===== src/rtl/sand_pkg.sv =====
// Shared constants and types for the sand painting datapath.
// Cell values, mouse button indices and the brush painter FSM states.
package sand_pkg;

    localparam logic SAND  = 1'b1;
    localparam logic EMPTY = 1'b0;

    localparam int BTN_LEFT  = 0;
    localparam int BTN_RIGHT = 1;

    typedef enum logic [1:0] {
        IDLE,
        REQ,
        PAINT,
        DONE
    } painter_state_t;

endpackage


===== src/rtl/brush_address_generator.sv =====
// Walks the brush square cell by cell: dx/dy counters, running row address,
// on-screen clip test and last-cell flag. Only additions; the multiply lives in the top.
module brush_address_generator #(
    parameter int ACTIVE_COLUMNS = 640,
    parameter int ACTIVE_ROWS    = 480,
    parameter int ADDR_WIDTH     = 19,
    parameter int BRUSH_SIZE     = 4,
    parameter int X_WIDTH        = 10,
    parameter int Y_WIDTH        = 9
) (
    input  logic                  clk,
    input  logic                  reset,
    input  logic                  load,
    input  logic [ADDR_WIDTH-1:0] base,
    input  logic [X_WIDTH-1:0]    anchor_x,
    input  logic [Y_WIDTH-1:0]    anchor_y,
    input  logic                  step,
    output logic [ADDR_WIDTH-1:0] cell_address,
    output logic                  in_range,
    output logic                  last_cell
);

    localparam int CW = (BRUSH_SIZE > 1) ? $clog2(BRUSH_SIZE) : 1;
    localparam int XC = X_WIDTH + 1;
    localparam int YC = Y_WIDTH + 1;
    localparam logic [CW-1:0] LAST = CW'(BRUSH_SIZE - 1);

    logic [CW-1:0]         dx;
    logic [CW-1:0]         dy;
    logic [X_WIDTH-1:0]    x0;
    logic [Y_WIDTH-1:0]    y0;
    logic [ADDR_WIDTH-1:0] row_addr;
    logic [XC-1:0]         x_sum;
    logic [YC-1:0]         y_sum;

    always_ff @(posedge clk) begin
        if (reset) begin
            dx       <= '0;
            dy       <= '0;
            x0       <= '0;
            y0       <= '0;
            row_addr <= '0;
        end else if (load) begin
            dx       <= '0;
            dy       <= '0;
            x0       <= anchor_x;
            y0       <= anchor_y;
            row_addr <= base;
        end else if (step) begin
            if (dx == LAST) begin
                dx       <= '0;
                dy       <= dy + 1'b1;
                row_addr <= row_addr + ADDR_WIDTH'(ACTIVE_COLUMNS);
            end else begin
                dx <= dx + 1'b1;
            end
        end
    end

    // One extra bit so a cell just past the right/bottom edge cannot wrap back on-screen.
    assign x_sum        = {1'b0, x0} + XC'(dx);
    assign y_sum        = {1'b0, y0} + YC'(dy);
    assign in_range     = (x_sum < XC'(ACTIVE_COLUMNS)) && (y_sum < YC'(ACTIVE_ROWS));
    assign cell_address = row_addr + ADDR_WIDTH'(dx);
    assign last_cell    = (dx == LAST) && (dy == LAST);

endmodule


===== src/rtl/sand_brush_painter.sv =====
// Turns completed mouse packets with a button held into a square brush of RAM writes,
// borrowing the game-state RAM write port from the controller for the duration of a stroke.
module sand_brush_painter
    import sand_pkg::*;
#(
    parameter int ACTIVE_COLUMNS = 640,
    parameter int ACTIVE_ROWS    = 480,
    parameter int ADDR_WIDTH     = $clog2(ACTIVE_COLUMNS * ACTIVE_ROWS),
    parameter int DATA_WIDTH     = 1,
    parameter int BRUSH_SIZE     = 4
) (
    input  logic                              clk_i,
    input  logic                              reset_i,
    input  logic [$clog2(ACTIVE_COLUMNS)-1:0] mouse_x_i,
    input  logic [$clog2(ACTIVE_ROWS)-1:0]    mouse_y_i,
    input  logic [2:0]                        btn_i,
    input  logic                              mouse_done_i,
    input  logic                              grant_i,
    output logic                              req_o,
    output logic                              wr_en_o,
    output logic [ADDR_WIDTH-1:0]             wr_address_o,
    output logic [DATA_WIDTH-1:0]             wr_data_o,
    output logic                              busy_o
);

    localparam int X_WIDTH = $clog2(ACTIVE_COLUMNS);
    localparam int Y_WIDTH = $clog2(ACTIVE_ROWS);

    painter_state_t        state;
    painter_state_t        state_next;
    logic                  req_next;
    logic                  wr_en_next;
    logic                  busy_next;
    logic [ADDR_WIDTH-1:0] address_next;
    logic [DATA_WIDTH-1:0] data_next;
    logic [DATA_WIDTH-1:0] value_q;
    logic [DATA_WIDTH-1:0] value_next;
    logic                  accept;
    logic                  load;
    logic                  step;
    logic [ADDR_WIDTH-1:0] base;
    logic [ADDR_WIDTH-1:0] cell_address;
    logic                  in_range;
    logic                  last_cell;
    logic                  middle_unused;

    assign middle_unused = btn_i[2];

    assign accept = (state == IDLE) && !busy_o && mouse_done_i
                  && (btn_i[BTN_LEFT] || btn_i[BTN_RIGHT]);
    assign base   = ADDR_WIDTH'(mouse_y_i) * ADDR_WIDTH'(ACTIVE_COLUMNS) + ADDR_WIDTH'(mouse_x_i);

    brush_address_generator #(
        .ACTIVE_COLUMNS(ACTIVE_COLUMNS),
        .ACTIVE_ROWS   (ACTIVE_ROWS),
        .ADDR_WIDTH    (ADDR_WIDTH),
        .BRUSH_SIZE    (BRUSH_SIZE),
        .X_WIDTH       (X_WIDTH),
        .Y_WIDTH       (Y_WIDTH)
    ) u_brush_address_generator (
        .clk         (clk_i),
        .reset       (reset_i),
        .load        (load),
        .base        (base),
        .anchor_x    (mouse_x_i),
        .anchor_y    (mouse_y_i),
        .step        (step),
        .cell_address(cell_address),
        .in_range    (in_range),
        .last_cell   (last_cell)
    );

    // Handshake: req_o stays high from REQ through the final PAINT cycle. A cell is
    // consumed only on an edge where req_o=1 and grant_i=1; grant_i low just pauses the walk.
    always_comb begin
        state_next   = state;
        req_next     = 1'b0;
        wr_en_next   = 1'b0;
        address_next = wr_address_o;
        data_next    = wr_data_o;
        value_next   = value_q;
        load         = 1'b0;
        step         = 1'b0;
        case (state)
            IDLE: begin
                if (accept) begin
                    load       = 1'b1;
                    value_next = btn_i[BTN_LEFT] ? DATA_WIDTH'(SAND) : DATA_WIDTH'(EMPTY);
                    req_next   = 1'b1;
                    state_next = REQ;
                end
            end
            REQ: begin
                req_next = 1'b1;
                if (grant_i) state_next = PAINT;
            end
            PAINT: begin
                req_next = 1'b1;
                if (grant_i) begin
                    step = 1'b1;
                    if (in_range) begin
                        wr_en_next   = 1'b1;
                        address_next = cell_address;
                        data_next    = value_q;
                    end
                    if (last_cell) begin
                        req_next   = 1'b0;
                        state_next = DONE;
                    end
                end
            end
            DONE: state_next = IDLE;
            default: state_next = IDLE;
        endcase
        // busy_o lingers for the first IDLE cycle, so packets are refused until it drops.
        busy_next = (state_next != IDLE) || (state != IDLE);
    end

    always_ff @(posedge clk_i) begin
        if (reset_i) begin
            state        <= IDLE;
            req_o        <= 1'b0;
            wr_en_o      <= 1'b0;
            wr_address_o <= '0;
            wr_data_o    <= '0;
            busy_o       <= 1'b0;
            value_q      <= '0;
        end else begin
            state        <= state_next;
            req_o        <= req_next;
            wr_en_o      <= wr_en_next;
            wr_address_o <= address_next;
            wr_data_o    <= data_next;
            busy_o       <= busy_next;
            value_q      <= value_next;
        end
    end

endmodule


===== config.mk =====
export PLATFORM = sky130hd
export DESIGN_NAME = sand_brush_painter
export DESIGN_NICKNAME = d
export VERILOG_FILES = /design/src/rtl/sand_pkg.sv /design/src/rtl/brush_address_generator.sv /design/src/rtl/sand_brush_painter.sv
export SDC_FILE = /design/constraint.sdc
export NUM_CORES = 1
export LEC_CHECK = 0
export ABC_AREA = 1
export CAP_MARGIN = 20
export CORE_ASPECT_RATIO = 0.75
export CORE_MARGIN = 4
export CORE_UTILIZATION = 50
export CTS_CLUSTER_SIZE = 16
export DETAILED_ROUTE_END_ITERATION = 12
export GPL_ROUTABILITY_DRIVEN = 0
export PLACE_DENSITY = 0.76
export SLEW_MARGIN = 20
export SYNTH_ARGS = -nofsm -noshare
export SYNTH_HDL_FRONTEND = slang
export SYNTH_SLANG_ARGS = --single-unit

===== constraint.sdc =====
create_clock -name clk_i -period 2 [get_ports clk_i]
set_input_delay 0.4 -clock clk_i [delete_from_list [all_inputs] [get_ports clk_i]]
set_output_delay 0.4 -clock clk_i [all_outputs]
set_load 0.03 [all_outputs]

Yosys cells after proc, flatten, opt, wreduce, memory -nomap -nowiden:

Cells that the tools add are included.

* reduce and logical (&&, ||, !) cells: 19
* $lt $le $gt $ge: 2
* bitwise logic cells: 2
* eq/ne operators: 5
* multiplexer cells: 18
* multiply operators: 1
* add/sub/neg operators: 7

Operators with widths (count)
* $mux W19: 3
* $add A19 B10 Y19: 1
* $add A19 B10 Y19 const B: 1
* $add A19 B2 Y19: 1
* $mul A9 B3 Y12 const B: 1
* $add A10 B2 Y11: 1
* $lt A11 B10 Y1 const B: 1
* $add A9 B2 Y10: 1
* $lt A10 B9 Y1 const B: 1
* $mux W2: 5
* $eq A2 B2 Y1 const B: 4
* $mux W1: 8
* $pmux W2 S4: 1
* $reduce_bool A2 Y1: 4
* $reduce_and A2 Y1: 3
* $logic_and A1 B1 Y1: 5
* $add A2 B1 Y2 const B: 2
* $pmux W1 S3: 1
* $reduce_and A3 Y1: 1
* $reduce_or A3 Y1: 1
* $eq A2 B1 Y1 const B: 1
* $logic_not A2 Y1: 1
* $logic_or A1 B1 Y1: 2
* $not A1 Y1: 2
* other kinds (2): 2

* bits of input ports: 26
* register bits: 68
* output and inout bits: 23
* word-level logic and storage cells: 66

Logic depth before layout (Yosys ltp):

* word-level depth: 8
* depth in mapped cells: 15
* gate-level depth less buffers: 15

By module:

A second synthesis with hierarchy kept.

* cells, all modules: 592
* area, all modules: 4134.0 um^2

Modules (own cells, without submodules)
* brush_address_generator: instances 1, cells an instance 340, area an instance 2362.3 um^2, sequential area each 840.8 um^2
* sand_brush_painter: instances 1, cells an instance 252, area an instance 1771.7 um^2, sequential area each 520.5 um^2

Worst setup path before layout:

No wires, ideal clock.

* path kind: input -> register
* start point: in mouse_y_i[1]
* end point: reg u_brush_address_generator.row_addr[18]
* arrival: 2.135 ns
* slack: -0.205 ns
* buffers on the path: 0
* required time: 1.930 ns
* cell stages on the path: 14
* library setup time: 0.070 ns
* cells stage by stage: ha_1 -> ha_1 -> fa_1 -> nand2_1 -> nand3_2 -> clkinv_1 -> nand3_2 -> nor2_1 -> nand2_1 -> nor2_1 -> nand2_1 -> nand2_1 -> nand2_1 -> a21oi_1

* word-level cells in the longest chain between the ends: 3

Ends and longest elaborated chain
* start: declaration: line sand_brush_painter.sv:15 `input logic [$clog2(ACTIVE_ROWS)-1:0] mouse_y_i,`
* $mul A9 B3 Y12: line sand_brush_painter.sv:51 `assign base = ADDR_WIDTH'(mouse_y_i) * ADDR_WIDTH'(ACTIVE_COLUMNS) + ADDR_WIDTH'(mouse_x_i);`
* $add A19 B10 Y19: line sand_brush_painter.sv:51
* $mux W19: line brush_address_generator.sv:43 `end else if (load) begin`
* end signal: assignment: line brush_address_generator.sv:48 `row_addr <= base;`
* end signal: assignment: line brush_address_generator.sv:53 `row_addr <= row_addr + ADDR_WIDTH'(ACTIVE_COLUMNS);`
* end: declaration: line brush_address_generator.sv:32 `logic [ADDR_WIDTH-1:0] row_addr;`

Every way passes these cells.
A chain may end at the register's enable or synchronous reset.

Final worst setup path:

* start point: in mouse_y_i[3]
* end point: reg u_brush_address_generator.row_addr[18]

Same word-level chain as after synthesis.

==> parameters.txt <==
Parameter                              Value

Setup path
  Setup Crit Path Kind    primary input to flip-flop
  R2R cell count    15
  Worst-case register-to-register setup slack    -30 ps
  Startpoint of the lowest-slack register-to-register path    u_brush_address_generator.dx[0]$_SDFFE_PP0P_
  Critical path endpoint    u_brush_address_generator.row_addr[18]$_SDFFE_PP0P_
  Maximum net fanout on the critical path    3
  End of the worst register-to-register path    wr_address_o[16]$_SDFFE_PP0P_
  Kind of capture point of the worst setup path    flip-flop
  Worst setup path start    mouse_y_i[3]
  Req. time, crit path    2280 ps
  Critical Path AT    2310 ps
  Worst setup SP type    primary input

Drt
  Avg Vias per Cell    5.27
  Post-detailed-route wirelength per cell    14.0 um
  Total number of vias    4,078
  Routed Antenna Nets    0
  Pre-Repair DR Iteration Count    5
  Total DRC errors in the routed layout    0
  Overall routed net length    10.9 mm
  DRT iter0 DRCs    264

Logic synthesis
  Flip-flop and latch count after synthesis    68
  Portion of the post-synthesis area used by sequential elements    0.333
  Distinct cell type count of the synthesized netlist    44
  Avg Inst Size Synth    7.25 sq um
  Share of synthesized cell area in full adder, half adder and majority cells    0.0882
  Post-synth top area share    0.333
  Multiplexer area fraction after synthesis    0
  Largest cells by area after synthesis    dfxtp_1, nand2_1, ha_1, inv_1, nand3_1
  Area share of xor/xnor cells in the synthesized design    0.0407
  Fraction of the mapped netlist area in compound gates    0.134
  Syn Nets    617
  Largest area contributor in the netlist    dfxtp_1
  Largest family of logic cells by synthesized area    simple AND/OR/NAND/NOR gates
  Synth Instances    564
  Proportion of synthesized flip-flops having asynchronous set or reset    0
  Number of warning messages in the yosys log    0
  Count of flip-flops with a built-in enable after synthesis    0
  Synth Area in Simple Gates    0.310
  Cell area after synthesis    0.00409 sq mm
  Top flip-flop cell by instance count after synthesis    dfxtp_1

Global routing
  Number of antenna violations at the first check in global routing    0
  Grt total ovfl    0
  Global-route wire length before repair    18.3 mm
  Via count of the first global-routing pass    4,075
  Largest net degree at the start of global routing    32
  Total global-route track usage    0.229

Clocking
  Number of levels the H-tree was split into    3
  Clock tree sinks    68
  Hold_buf cts    0
  Maximum number of buffers from clock root to sink    2
  Clock root buffer    clkbuf_8
  Clock-pin slew on the worst setup and hold paths    80 ps
  Clock buffers created by TritonCTS    9
  Clock tree from TritonCTS    built
  Clock latency on the worst-skew pair    350 ps

Timing
  Hold slack final    382 ps
  Clk_skew    10.4 ps
  Number of max-slew violations in the final report    0
  Final Hold Violating Endpoints    0
  Sum of negative setup slack    -108 ps
  Peak Freq    0.492 GHz
  Pin slew with the least headroom to its limit    330 ps
  Final critical-path share of the clock period    1.02
  Unrepaired setup endpoints after global routing    true
  Min Clock Period, post-route    2030 ps
  Endpoints failing setup    5
  Relative slew slack    0.780
  Final setup margin    -31.5 ps

Outcome
  Violated checks    negative setup slack
  Run status    finished, violations left

Placed design
  Post-DP HPWL    7.91 mm
  PortBufs    47
  Inst Count DP    741

Run
  Max-cap check violation count    0

Layout
  Final Core Density    0.700
  Area delta synth->final    35.6%
  Nets    717
  Antenna Diode Count    0
  Fill cell count    625
  Ratio of cells with drive above 1 in the final layout    0.248
  Count of placed standard cells in the final layout, fillers left out    774

Floorplan
  Starting utilization of the core area    0.516
  Number of top-level pins    49
  Chip Width    112 um
  Placeable core region    0.00792 sq mm
  Overall die height    86.3 um
  Floorplan die area    0.00970 sq mm
  Std-Cell Rows    28

Power
  Switching Power    1160 uW
  Combinational share of power    0.255
  Total leakage power    0.00243 uW
  Maximum ir drop on the vdd rail    0.000397 V
  Final Total Pwr    3710 uW
  Power per unit of standard cell area    670 mW/mm^2
  Internal power    2550 uW
  Part of the total power dissipated in the clock network    0.334
  Sw Ratio    0.312
  Proportion of power drawn by flip-flops and latches    0.410

Min path
  Worst min-delay path category    primary input to flip-flop
## flip-flops by register name, indices dropped and copies added, names as in the netlist
register and count:
u_brush_address_generator.row_addr 19, wr_en_o 1, u_brush_address_generator.x0 10, req_o 1
u_brush_address_generator.y0 9, busy_o 1, value_q 1, wr_address_o 19
u_brush_address_generator.dy 2, state 2, wr_data_o 1, u_brush_address_generator.dx 2
## cells in the mapped netlist, types with 5 or more instances
master	number
nand2_1	161
dfxtp_1	68
inv_1	64
nand3_1	41
a21oi_1	39
o21ai_0	27
ha_1	24
nor2_1	24
xor2_1	16
nand4_1	13
a21oi_2	9
inv_2	7
clkbuf_1	6
nand2_2	5
nand3_2	5
o21ai_1	5
## placed cells by master, fill, tap and decap left out, types with 16 or more instances in the layout
master           netlist  routed
dfxtp_1               68      66
clkdlybuf4s50_1        0      36
nand2_1              161     153
a21oi_1               39      37
buf_4                  2      53
nand3_1               41      39
o21ai_0               27      26
nor2_1                24      18
inv_1                 64      62
xor2_1                16      16
## what timing repair did
action,CTS,global route
gates resized for setup,55,31
setup endpoints to repair,13,13
setup buffers,7,10
pin swaps,19,20
## cell families (layout without fill, tap and decap cells)
| kind of cell | count (synthesis) | in the layout |
|---|---|---|
| and+or+nand+nor | 269 | 269 |
| buffers and inverters | 90 | 195 |
| AOI/OAI and AO/OA | 91 | 91 |
| DFF | 68 | 68 |
| adders and majority gates | 27 | 27 |
| xor gates and xnor gates | 19 | 19 |
## area by class of cell
cell class,count,area [sq um],area share
Clock inverter,6,88.8,0.0160
Timing Repair Buffer,104,913,0.165
Sequential cell,68,1370,0.247
Multi-Input combinational cell,406,2620,0.473
Inverter,75,294,0.0531
Clock buffer,10,128,0.0230
Tap cell,105,131,0.0237
## critical path, cell delays in order
cell	delay, ps
buf_8	100
ha_4	230
ha_4	160
fa_2	560
nand3_4	110
inv_4	70
nand3_4	70
nor2_4	110
nand2_4	80
nor2_4	120
nand2_1	60
nand2_1	50
nand2_1	60
a21oi_2	110
## power groups by stage
stage | clock network (uW) | logic, uW | registers (uW)
after global routing | 1340 | 1060 | 1530
after detailed placement | 0 | 834 | 1550
after global placement | 0 | 807 | 1540
after floorplan | 0 | 519 | 1560
after CTS | 1260 | 885 | 1520
final | 1240 | 948 | 1520
## how the worst min path moves through the flow
stage | start | endpoint | slack (ps) | cells past startpoint
2_1_floorplan | u_brush_address_generator.x0[3]$_SDFFE_PP0P_ | u_brush_address_generator.x0[3]$_SDFFE_PP0P_ | 420 | 2
5_1_grt | mouse_y_i[2] | u_brush_address_generator.y0[2]$_SDFFE_PP0P_ | 370 | 3
3_5_place_dp | u_brush_address_generator.x0[6]$_SDFFE_PP0P_ | u_brush_address_generator.x0[6]$_SDFFE_PP0P_ | 430 | 2
3_3_place_gp | u_brush_address_generator.x0[3]$_SDFFE_PP0P_ | u_brush_address_generator.x0[3]$_SDFFE_PP0P_ | 430 | 2
6_report | mouse_y_i[2] | u_brush_address_generator.y0[2]$_SDFFE_PP0P_ | 380 | 3
4_1_cts | mouse_y_i[2] | u_brush_address_generator.y0[2]$_SDFFE_PP0P_ | 370 | 3
## through the flow
| step | setup slack (ps) | area, sq um |
|---|---|---|
| 4_1_cts | -1.04 | 5360 |
| 3_3_place_gp | -758 | 4950 |
| 6_report | -31.5 | 5540 |
| 5_1_grt | -166 | 5540 |
| 2_1_floorplan | -148 | 4120 |
| 3_5_place_dp | -867 | 4950 |
## per-layer routing
metal | global-route usage | up-vias | share of wire
met5 | 0 | - | 0
met4 | 0.0753 | 0 | 0.019
met3 | 0.0523 | 21 | 0.045
met2 | 0.397 | 99 | 0.50
met1 | 0.284 | 1922 | 0.44
li1 | - | 2036 | -
No activity file was read; power rests on OpenSTA's default activity.
